[config.mk]
export PLATFORM = sky130hd
export DESIGN_NAME = axi4_join_buf
export DESIGN_NICKNAME = d
export VERILOG_FILES = /design/src/rtl/axi4_join_buf.sv
export SDC_FILE = /design/constraint.sdc
export NUM_CORES = 1
export LEC_CHECK = 0
export ABC_AREA = 1
export BUFFER_PORTS_ARGS = -buffer_cell sky130_fd_sc_hd__buf_2
export CAP_MARGIN = 20
export CORE_ASPECT_RATIO = 1.4
export CORE_MARGIN = 10
export CORE_UTILIZATION = 54
export CTS_CLUSTER_SIZE = 25
export DETAILED_ROUTE_END_ITERATION = 8
export GPL_ROUTABILITY_DRIVEN = 0
export PLACE_DENSITY = 0.84
export SETUP_SLACK_MARGIN = 0.3
export SLEW_MARGIN = 25
export SYNTH_ARGS = -nofsm -noshare
export SYNTH_HDL_FRONTEND = slang
export SYNTH_HIERARCHICAL = 1
export SYNTH_SLANG_ARGS = --single-unit
[constraint.sdc]
create_clock -name clk_i -period 2.4 [get_ports clk_i]
set_input_delay 0.36 -clock clk_i [delete_from_list [all_inputs] [get_ports clk_i]]
set_output_delay 0.36 -clock clk_i [all_outputs]
set_load 0.02 [all_outputs]
[src/rtl/axi4_join_buf.sv]
// ---------------------------------------------------------------------------
// axi4_join_buf
//   Joins a write-only AXI4 master (AW/W/B) and a read-only AXI4 master
//   (AR/R) onto one AXI4 slave port.
//   - AW, W and AR can go through 2-entry skid slices (REG_REQ=1) or
//     straight through as wires (REG_REQ=0).
//   - B and R always pass straight through.
//   - Each direction has its own limit on outstanding bursts.
//     The write count goes up on an AW handshake and down on a B
//     handshake. The read count goes up on an AR handshake and down on
//     an R handshake with rlast set.
//
// Ports
//   clk_i, rst_ni            clock, async active-low reset
//   inport_wr_aw* / w* / b*  write master side
//   inport_rd_ar* / r*       read master side
//   outport_{aw,w,b,ar,r}*   slave side
//   wr_outstanding_o         current write burst count
//   rd_outstanding_o         current read burst count
//   idle_o                   both counts are zero and every slice is empty
// ---------------------------------------------------------------------------

// Request-channel slice.
//   REG=1: output register plus skid register. Accepted beats appear on
//          the output one cycle later. in_ready_o depends only on
//          registers, so there is no combinational path from out_ready_i.
//   REG=0: plain wires. Ready and valid are held low until the
//          post-reset run flag is set.
module axi4_join_buf_slice #(
    parameter int W   = 8,
    parameter bit REG = 1'b1
) (
    input  logic         clk_i,
    input  logic         rst_ni,
    input  logic         run_i,
    input  logic         in_valid_i,
    output logic         in_ready_o,
    input  logic [W-1:0] in_data_i,
    output logic         out_valid_o,
    input  logic         out_ready_i,
    output logic [W-1:0] out_data_o,
    output logic         empty_o
);
    if (REG) begin : g_reg
        logic         out_valid_q;
        logic         skid_valid_q;
        logic [W-1:0] out_data_q;
        logic [W-1:0] skid_data_q;
        logic         in_hs;

        assign in_ready_o  = run_i & ~skid_valid_q;
        assign in_hs       = in_valid_i & in_ready_o;
        assign out_valid_o = out_valid_q;
        assign out_data_o  = out_data_q;
        assign empty_o     = ~out_valid_q & ~skid_valid_q;

        // NOTE: registers are updated with non-blocking assignments. Every
        // read in this block then sees the value from before the clock
        // edge, whatever order the statements are written in.
        always_ff @(posedge clk_i or negedge rst_ni) begin
            if (!rst_ni) begin
                out_valid_q  <= 1'b0;
                skid_valid_q <= 1'b0;
                out_data_q   <= '0;
                skid_data_q  <= '0;
            end else if (out_valid_q && !out_ready_i) begin
                // Output is stalled. A beat accepted this cycle goes to the skid register.
                if (in_hs) begin
                    skid_valid_q <= 1'b1;
                    skid_data_q  <= in_data_i;
                end
            end else if (skid_valid_q) begin
                // Move the skid beat to the output first. in_ready_o is low
                // this cycle, so no new beat can arrive.
                out_valid_q  <= 1'b1;
                out_data_q   <= skid_data_q;
                skid_valid_q <= 1'b0;
            end else begin
                out_valid_q <= in_hs;
                if (in_hs) begin
                    out_data_q <= in_data_i;
                end
            end
        end
    end else begin : g_wire
        assign in_ready_o  = run_i & out_ready_i;
        assign out_valid_o = run_i & in_valid_i;
        assign out_data_o  = in_data_i;
        assign empty_o     = 1'b1;
    end
endmodule

module axi4_join_buf #(
    parameter int ADDR_W  = 32,
    parameter int DATA_W  = 32,
    parameter int ID_W    = 4,
    parameter int REG_REQ = 1,
    parameter int MAX_WR  = 4,
    parameter int MAX_RD  = 4
) (
    input  logic                clk_i,
    input  logic                rst_ni,
    // write master
    input  logic                inport_wr_awvalid_i,
    output logic                inport_wr_awready_o,
    input  logic [ADDR_W-1:0]   inport_wr_awaddr_i,
    input  logic [ID_W-1:0]     inport_wr_awid_i,
    input  logic [7:0]          inport_wr_awlen_i,
    input  logic [1:0]          inport_wr_awburst_i,
    input  logic                inport_wr_wvalid_i,
    output logic                inport_wr_wready_o,
    input  logic [DATA_W-1:0]   inport_wr_wdata_i,
    input  logic [DATA_W/8-1:0] inport_wr_wstrb_i,
    input  logic                inport_wr_wlast_i,
    output logic                inport_wr_bvalid_o,
    input  logic                inport_wr_bready_i,
    output logic [1:0]          inport_wr_bresp_o,
    output logic [ID_W-1:0]     inport_wr_bid_o,
    // read master
    input  logic                inport_rd_arvalid_i,
    output logic                inport_rd_arready_o,
    input  logic [ADDR_W-1:0]   inport_rd_araddr_i,
    input  logic [ID_W-1:0]     inport_rd_arid_i,
    input  logic [7:0]          inport_rd_arlen_i,
    input  logic [1:0]          inport_rd_arburst_i,
    output logic                inport_rd_rvalid_o,
    input  logic                inport_rd_rready_i,
    output logic [DATA_W-1:0]   inport_rd_rdata_o,
    output logic [1:0]          inport_rd_rresp_o,
    output logic [ID_W-1:0]     inport_rd_rid_o,
    output logic                inport_rd_rlast_o,
    // slave
    output logic                outport_awvalid_o,
    input  logic                outport_awready_i,
    output logic [ADDR_W-1:0]   outport_awaddr_o,
    output logic [ID_W-1:0]     outport_awid_o,
    output logic [7:0]          outport_awlen_o,
    output logic [1:0]          outport_awburst_o,
    output logic                outport_wvalid_o,
    input  logic                outport_wready_i,
    output logic [DATA_W-1:0]   outport_wdata_o,
    output logic [DATA_W/8-1:0] outport_wstrb_o,
    output logic                outport_wlast_o,
    input  logic                outport_bvalid_i,
    output logic                outport_bready_o,
    input  logic [1:0]          outport_bresp_i,
    input  logic [ID_W-1:0]     outport_bid_i,
    output logic                outport_arvalid_o,
    input  logic                outport_arready_i,
    output logic [ADDR_W-1:0]   outport_araddr_o,
    output logic [ID_W-1:0]     outport_arid_o,
    output logic [7:0]          outport_arlen_o,
    output logic [1:0]          outport_arburst_o,
    input  logic                outport_rvalid_i,
    output logic                outport_rready_o,
    input  logic [DATA_W-1:0]   outport_rdata_i,
    input  logic [1:0]          outport_rresp_i,
    input  logic [ID_W-1:0]     outport_rid_i,
    input  logic                outport_rlast_i,
    // status
    output logic [7:0]          wr_outstanding_o,
    output logic [7:0]          rd_outstanding_o,
    output logic                idle_o
);
    localparam int         A_PW     = ADDR_W + ID_W + 8 + 2;
    localparam int         W_PW     = DATA_W + DATA_W / 8 + 1;
    localparam logic [7:0] MAX_WR_C = 8'(MAX_WR);
    localparam logic [7:0] MAX_RD_C = 8'(MAX_RD);

    logic       run_q;
    logic [7:0] wr_cnt_q, rd_cnt_q;
    logic       b_hs, r_last_hs, aw_hs, ar_hs;
    logic       wr_block, rd_block;
    logic       aw_ready, ar_ready;
    logic       aw_empty, w_empty, ar_empty;

    // Goes high on the first clock edge after reset is released. Until then
    // every request ready and every wire-mode valid is held low.
    always_ff @(posedge clk_i or negedge rst_ni) begin
        if (!rst_ni) run_q <= 1'b0;
        else         run_q <= 1'b1;
    end

    // B and R pass straight through.
    assign inport_wr_bvalid_o = outport_bvalid_i;
    assign inport_wr_bresp_o  = outport_bresp_i;
    assign inport_wr_bid_o    = outport_bid_i;
    assign outport_bready_o   = inport_wr_bready_i;
    assign inport_rd_rvalid_o = outport_rvalid_i;
    assign inport_rd_rdata_o  = outport_rdata_i;
    assign inport_rd_rresp_o  = outport_rresp_i;
    assign inport_rd_rid_o    = outport_rid_i;
    assign inport_rd_rlast_o  = outport_rlast_i;
    assign outport_rready_o   = inport_rd_rready_i;

    assign b_hs      = outport_bvalid_i & inport_wr_bready_i;
    assign r_last_hs = outport_rvalid_i & inport_rd_rready_i & outport_rlast_i;

    // A completion in the current cycle frees a slot in that same cycle.
    // This lets a request waiting at the limit go through at once.
    assign wr_block = (wr_cnt_q == MAX_WR_C) & ~b_hs;
    assign rd_block = (rd_cnt_q == MAX_RD_C) & ~r_last_hs;

    assign inport_wr_awready_o = aw_ready & ~wr_block;
    assign inport_rd_arready_o = ar_ready & ~rd_block;
    assign aw_hs = inport_wr_awvalid_i & inport_wr_awready_o;
    assign ar_hs = inport_rd_arvalid_i & inport_rd_arready_o;

    function automatic logic [7:0] cnt_next(logic [7:0] cnt, logic inc, logic dec);
        if (inc && !dec)               return cnt + 8'd1;
        else if (dec && !inc && cnt != 8'd0) return cnt - 8'd1;
        else                           return cnt;
    endfunction

    always_ff @(posedge clk_i or negedge rst_ni) begin
        if (!rst_ni) begin
            wr_cnt_q <= 8'd0;
            rd_cnt_q <= 8'd0;
        end else begin
            wr_cnt_q <= cnt_next(wr_cnt_q, aw_hs, b_hs);
            rd_cnt_q <= cnt_next(rd_cnt_q, ar_hs, r_last_hs);
        end
    end

    axi4_join_buf_slice #(.W(A_PW), .REG(REG_REQ != 0)) u_aw (
        .clk_i       (clk_i),
        .rst_ni      (rst_ni),
        .run_i       (run_q),
        .in_valid_i  (inport_wr_awvalid_i & ~wr_block),
        .in_ready_o  (aw_ready),
        .in_data_i   ({inport_wr_awaddr_i, inport_wr_awid_i, inport_wr_awlen_i, inport_wr_awburst_i}),
        .out_valid_o (outport_awvalid_o),
        .out_ready_i (outport_awready_i),
        .out_data_o  ({outport_awaddr_o, outport_awid_o, outport_awlen_o, outport_awburst_o}),
        .empty_o     (aw_empty)
    );

    axi4_join_buf_slice #(.W(W_PW), .REG(REG_REQ != 0)) u_w (
        .clk_i       (clk_i),
        .rst_ni      (rst_ni),
        .run_i       (run_q),
        .in_valid_i  (inport_wr_wvalid_i),
        .in_ready_o  (inport_wr_wready_o),
        .in_data_i   ({inport_wr_wdata_i, inport_wr_wstrb_i, inport_wr_wlast_i}),
        .out_valid_o (outport_wvalid_o),
        .out_ready_i (outport_wready_i),
        .out_data_o  ({outport_wdata_o, outport_wstrb_o, outport_wlast_o}),
        .empty_o     (w_empty)
    );

    axi4_join_buf_slice #(.W(A_PW), .REG(REG_REQ != 0)) u_ar (
        .clk_i       (clk_i),
        .rst_ni      (rst_ni),
        .run_i       (run_q),
        .in_valid_i  (inport_rd_arvalid_i & ~rd_block),
        .in_ready_o  (ar_ready),
        .in_data_i   ({inport_rd_araddr_i, inport_rd_arid_i, inport_rd_arlen_i, inport_rd_arburst_i}),
        .out_valid_o (outport_arvalid_o),
        .out_ready_i (outport_arready_i),
        .out_data_o  ({outport_araddr_o, outport_arid_o, outport_arlen_o, outport_arburst_o}),
        .empty_o     (ar_empty)
    );

    assign wr_outstanding_o = wr_cnt_q;
    assign rd_outstanding_o = rd_cnt_q;
    assign idle_o = (wr_cnt_q == 8'd0) & (rd_cnt_q == 8'd0) & aw_empty & w_empty & ar_empty;
endmodule

==> results.md <==
- # nets final: 2419
- Mapped Cells: 1974
- FFs w/ async S/R, synth: 100%
- Initial core utilization: 54.6%
- Final Hold Viols: 0
- DP Cell Count: 2517
- Synth warn: 6
- First-pass iteration count of the detailed router: 7
- Vias in the first global route: 13944
- H-tree depth: 1
- Outcome: completed
- Clock transition at the registers of the reported paths: 0.07 ns
- Fin Setup TNS: 0 ns
- Yosys cell types: 35
- ANT nets after route: 0
- Register area share after synthesis: a little under half
- Overall power: 18.1 mW
- Final std cells w/o fill: 2612
- CP endpoint kind: flip-flop
- Crit path DAT: ~2.7 ns
- Worst Path Required: 2.85 ns
- Detailed Place HPWL: 29.0 mm
- Avg Cell Area, Syn: 7.60 um^2
- Clk buf depth: 3
- RSZ-0062 raised after global routing: yes
- Worst Tran Pin Value: 0.891 ns
- Post-route cell area: around 18000 um^2
- Vias per cell: 5.38
- Total CTS buffers: 28
- Top-Level Pins: 387
- Min Tclk post-route: roughly 2.2 ns
- DR top layer: met5
- Vias: approximately 14000
- Final hold slack: approximately 0.026 ns
- Met2 wire length: 22.4 mm
- Die Y: 217 um
- Final period util: 93.3%
- Max Cap Viol: 0
- Multi-input gate area: about 6700 um^2
- Post-DP Area: 16500 um^2
- Core Area: 27500 um^2
- Gr ovfl total: 0
- HP Class: primary input to flip-flop
- Startpoint types: flip-flop
- Fmax: 0.446 GHz
- Power density cells: 994 nW/um^2
- Layout cells sized above 1: 24.4%
- Slew Limit Fails: 0
- Pre-CTS setup slack: around 0.15 ns
- First-pass GRT wire length: 70.2 mm
- Crit-path max FO: 6
- Total die area: about 35000 um^2
- Antenna violations before repair: 6
- Residual DRC: 0
- Synthesized area: 15000 um^2
- FILL cells: 2153
- Post-Route M1 WL: roughly 17 mm
- Utilization after layout: between 60% and 70%
- Clk_lat worst skew: 0.55 ns
- Setup ws final: 0.160 ns
- Syn_nets: approximately 2200
- Clock Skew: ~0.013 ns
- Leak Pwr: 10.1 nW
- Peak supply drop: 559 uV
- Setup violators final: 0
- Setup CP Type: flip-flop to flip-flop
- Root buffer cell: clkbuf_16
- Row cnt: slightly above 70
- Register area: 7050 um^2
- Total track usage: between 20% and 30%
- Drt wl/cell: 17.3 um
- Ys flop type: dfrtp_1
- # port buffers: 298
- TritonCTS clock tree: done
- Number of synthesized flops with an enable pin: 0
- Met3 routed WL: ~3.5 mm
- #FFs+latches synth: 281
- Relative slew slack: between 40% and 50%
- Die W: 161 um
- Final wirelength: 45.2 mm
- Largest net degree at the start of global routing: 70
- Layout area overhead: 21.4%
- Sinks on the clock net: 281
- Initial drt markers: 974
## kinds of logic (layout without fill, tap and decap cells)
group | after synthesis | in the layout | synth area share [%]
adders and majority gates | 15 | 15 | 1.35
buffers and inverters | 348 | 611 | 10.9
AOI/OAI and AO/OA | 285 | 285 | 12.0
DFF | 281 | 281 | 46.9
other | 1 | 4 | 0.0250
xor gates and xnor gates | 8 | 8 | 0.467
and+or+nand+nor | 1036 | 1038 | 28.4
## sequential cells by signal (all words and copies together) (netlist names), 8 cells and up
register and cells:
wr_outstanding_o 8, u_ar/out_data_o 46, u_w/g_reg.skid_data_q 37, u_aw/out_data_o 46
u_aw/g_reg.skid_data_q 46, u_ar/g_reg.skid_data_q 46, rd_outstanding_o 8, u_w/out_data_o 37
## routing by layer
layer / vias to the layer above / global-route usage (%)
li1: 6603 / -
met1: 6562 / 27.9
met2: 725 / 41.0
met3: 156 / 4.82
met4: 6 / 10.9
met5: - / 0
## cell type report
cell class | instances | share of cell area [%]
repair buffers | 380 | 12.9
multi-input cells | 1347 | 36.6
clock buffers | 37 | 4.48
inverters | 180 | 3.71
well taps | 370 | 2.54
clock inverters | 14 | 1.07
diodes | 3 | 0.0412
flip-flops and latches | 281 | 38.7
## final timing paths
check	cells past startpoint	slack, ns	to	start
max in group asynchronous	3	1.27	u_aw/g_reg.skid_data_q[7]	rst_ni
setup reg to reg	16	0.16	wr_outstanding_o[7]	wr_outstanding_o[1]
setup / recovery	16	0.16	wr_outstanding_o[7]	wr_outstanding_o[1]
min in group asynchronous	2	0.37	u_w/out_data_o[28]	rst_ni
hold / removal	3	0.03	u_ar/g_reg.skid_data_q[3]	inport_rd_arlen_i[1]
hold reg to reg	2	0.48	u_aw/g_reg.skid_data_q[26]	u_aw/g_reg.skid_data_q[26]
## what timing repair did
action / in CTS / in global routing
hold buffers: 5 / 0
setup endpoints to repair: 17 / 93
setup buffers: 10 / 22
resized for setup: 18 / 59
pin swaps: 3 / 20
gates cloned: 2 / 2
hold endpoints to repair: 65 / 0
## synth_stat cells, types with 2 or more instances
library cell | number | share of area (%)
o21ai_1 | 111 | 3.7
nand3_2 | 6 | 0.40
buf_2 | 89 | 3.0
inv_1 | 164 | 4.1
nand4_1 | 5 | 0.21
dfrtp_1 | 281 | 47
inv_2 | 15 | 0.38
o21ai_2 | 11 | 0.64
xor2_1 | 7 | 0.41
a21oi_1 | 14 | 0.47
buf_1 | 13 | 0.33
nand2_4 | 2 | 0.15
nand4_4 | 2 | 0.28
clkbuf_1 | 12 | 0.30
nand3_1 | 148 | 4.9
o21bai_1 | 129 | 6.5
nor2_4 | 4 | 0.30
ha_1 | 13 | 1.1
nor4_1 | 2 | 0.083
nor2_2 | 3 | 0.13
buf_4 | 52 | 2.6
fa_1 | 2 | 0.27
nand2_2 | 10 | 0.42
o21ai_0 | 19 | 0.63
nand2_1 | 830 | 21
nor2_1 | 21 | 0.53
## cells in the final DEF (no fill, tap or decap), types with 14 or more instances in the layout
cell type  instances
clkbuf_16         30
nand3_1          145
dfrtp_2           14
o21bai_1         129
inv_1            156
dfrtp_1          267
inv_2             23
nand2_2           19
o21ai_1          111
buf_4             62
buf_2            295
o21ai_0           19
nand2_1          821
## worst max-delay path, cell delays in order (launching register included)
cell and delay, ns:
dfrtp_2 0.42, inv_2 0.07, nand2_2 0.06, nor2_2 0.05
nand3_4 0.10, nand4_4 0.23, buf_6 0.22, ha_4 0.30
nand2_2 0.08, nor2_2 0.10, nand2_1 0.07, nand2_2 0.08
nand2_1 0.06, nand2_1 0.10, nand2_1 0.06, nand2_1 0.06
nand2_1 0.05
## where the power goes
group	total (mW)	internal (mW)	switching [mW]	leakage, nW
registers	6.84	6.04	0.800	3.50
clock network	4.78	2.83	1.94	0.490
logic	6.48	2.44	4.04	6.11
total	18.1	11.3	6.78	10.1
(Power assumes the default switching activity.)
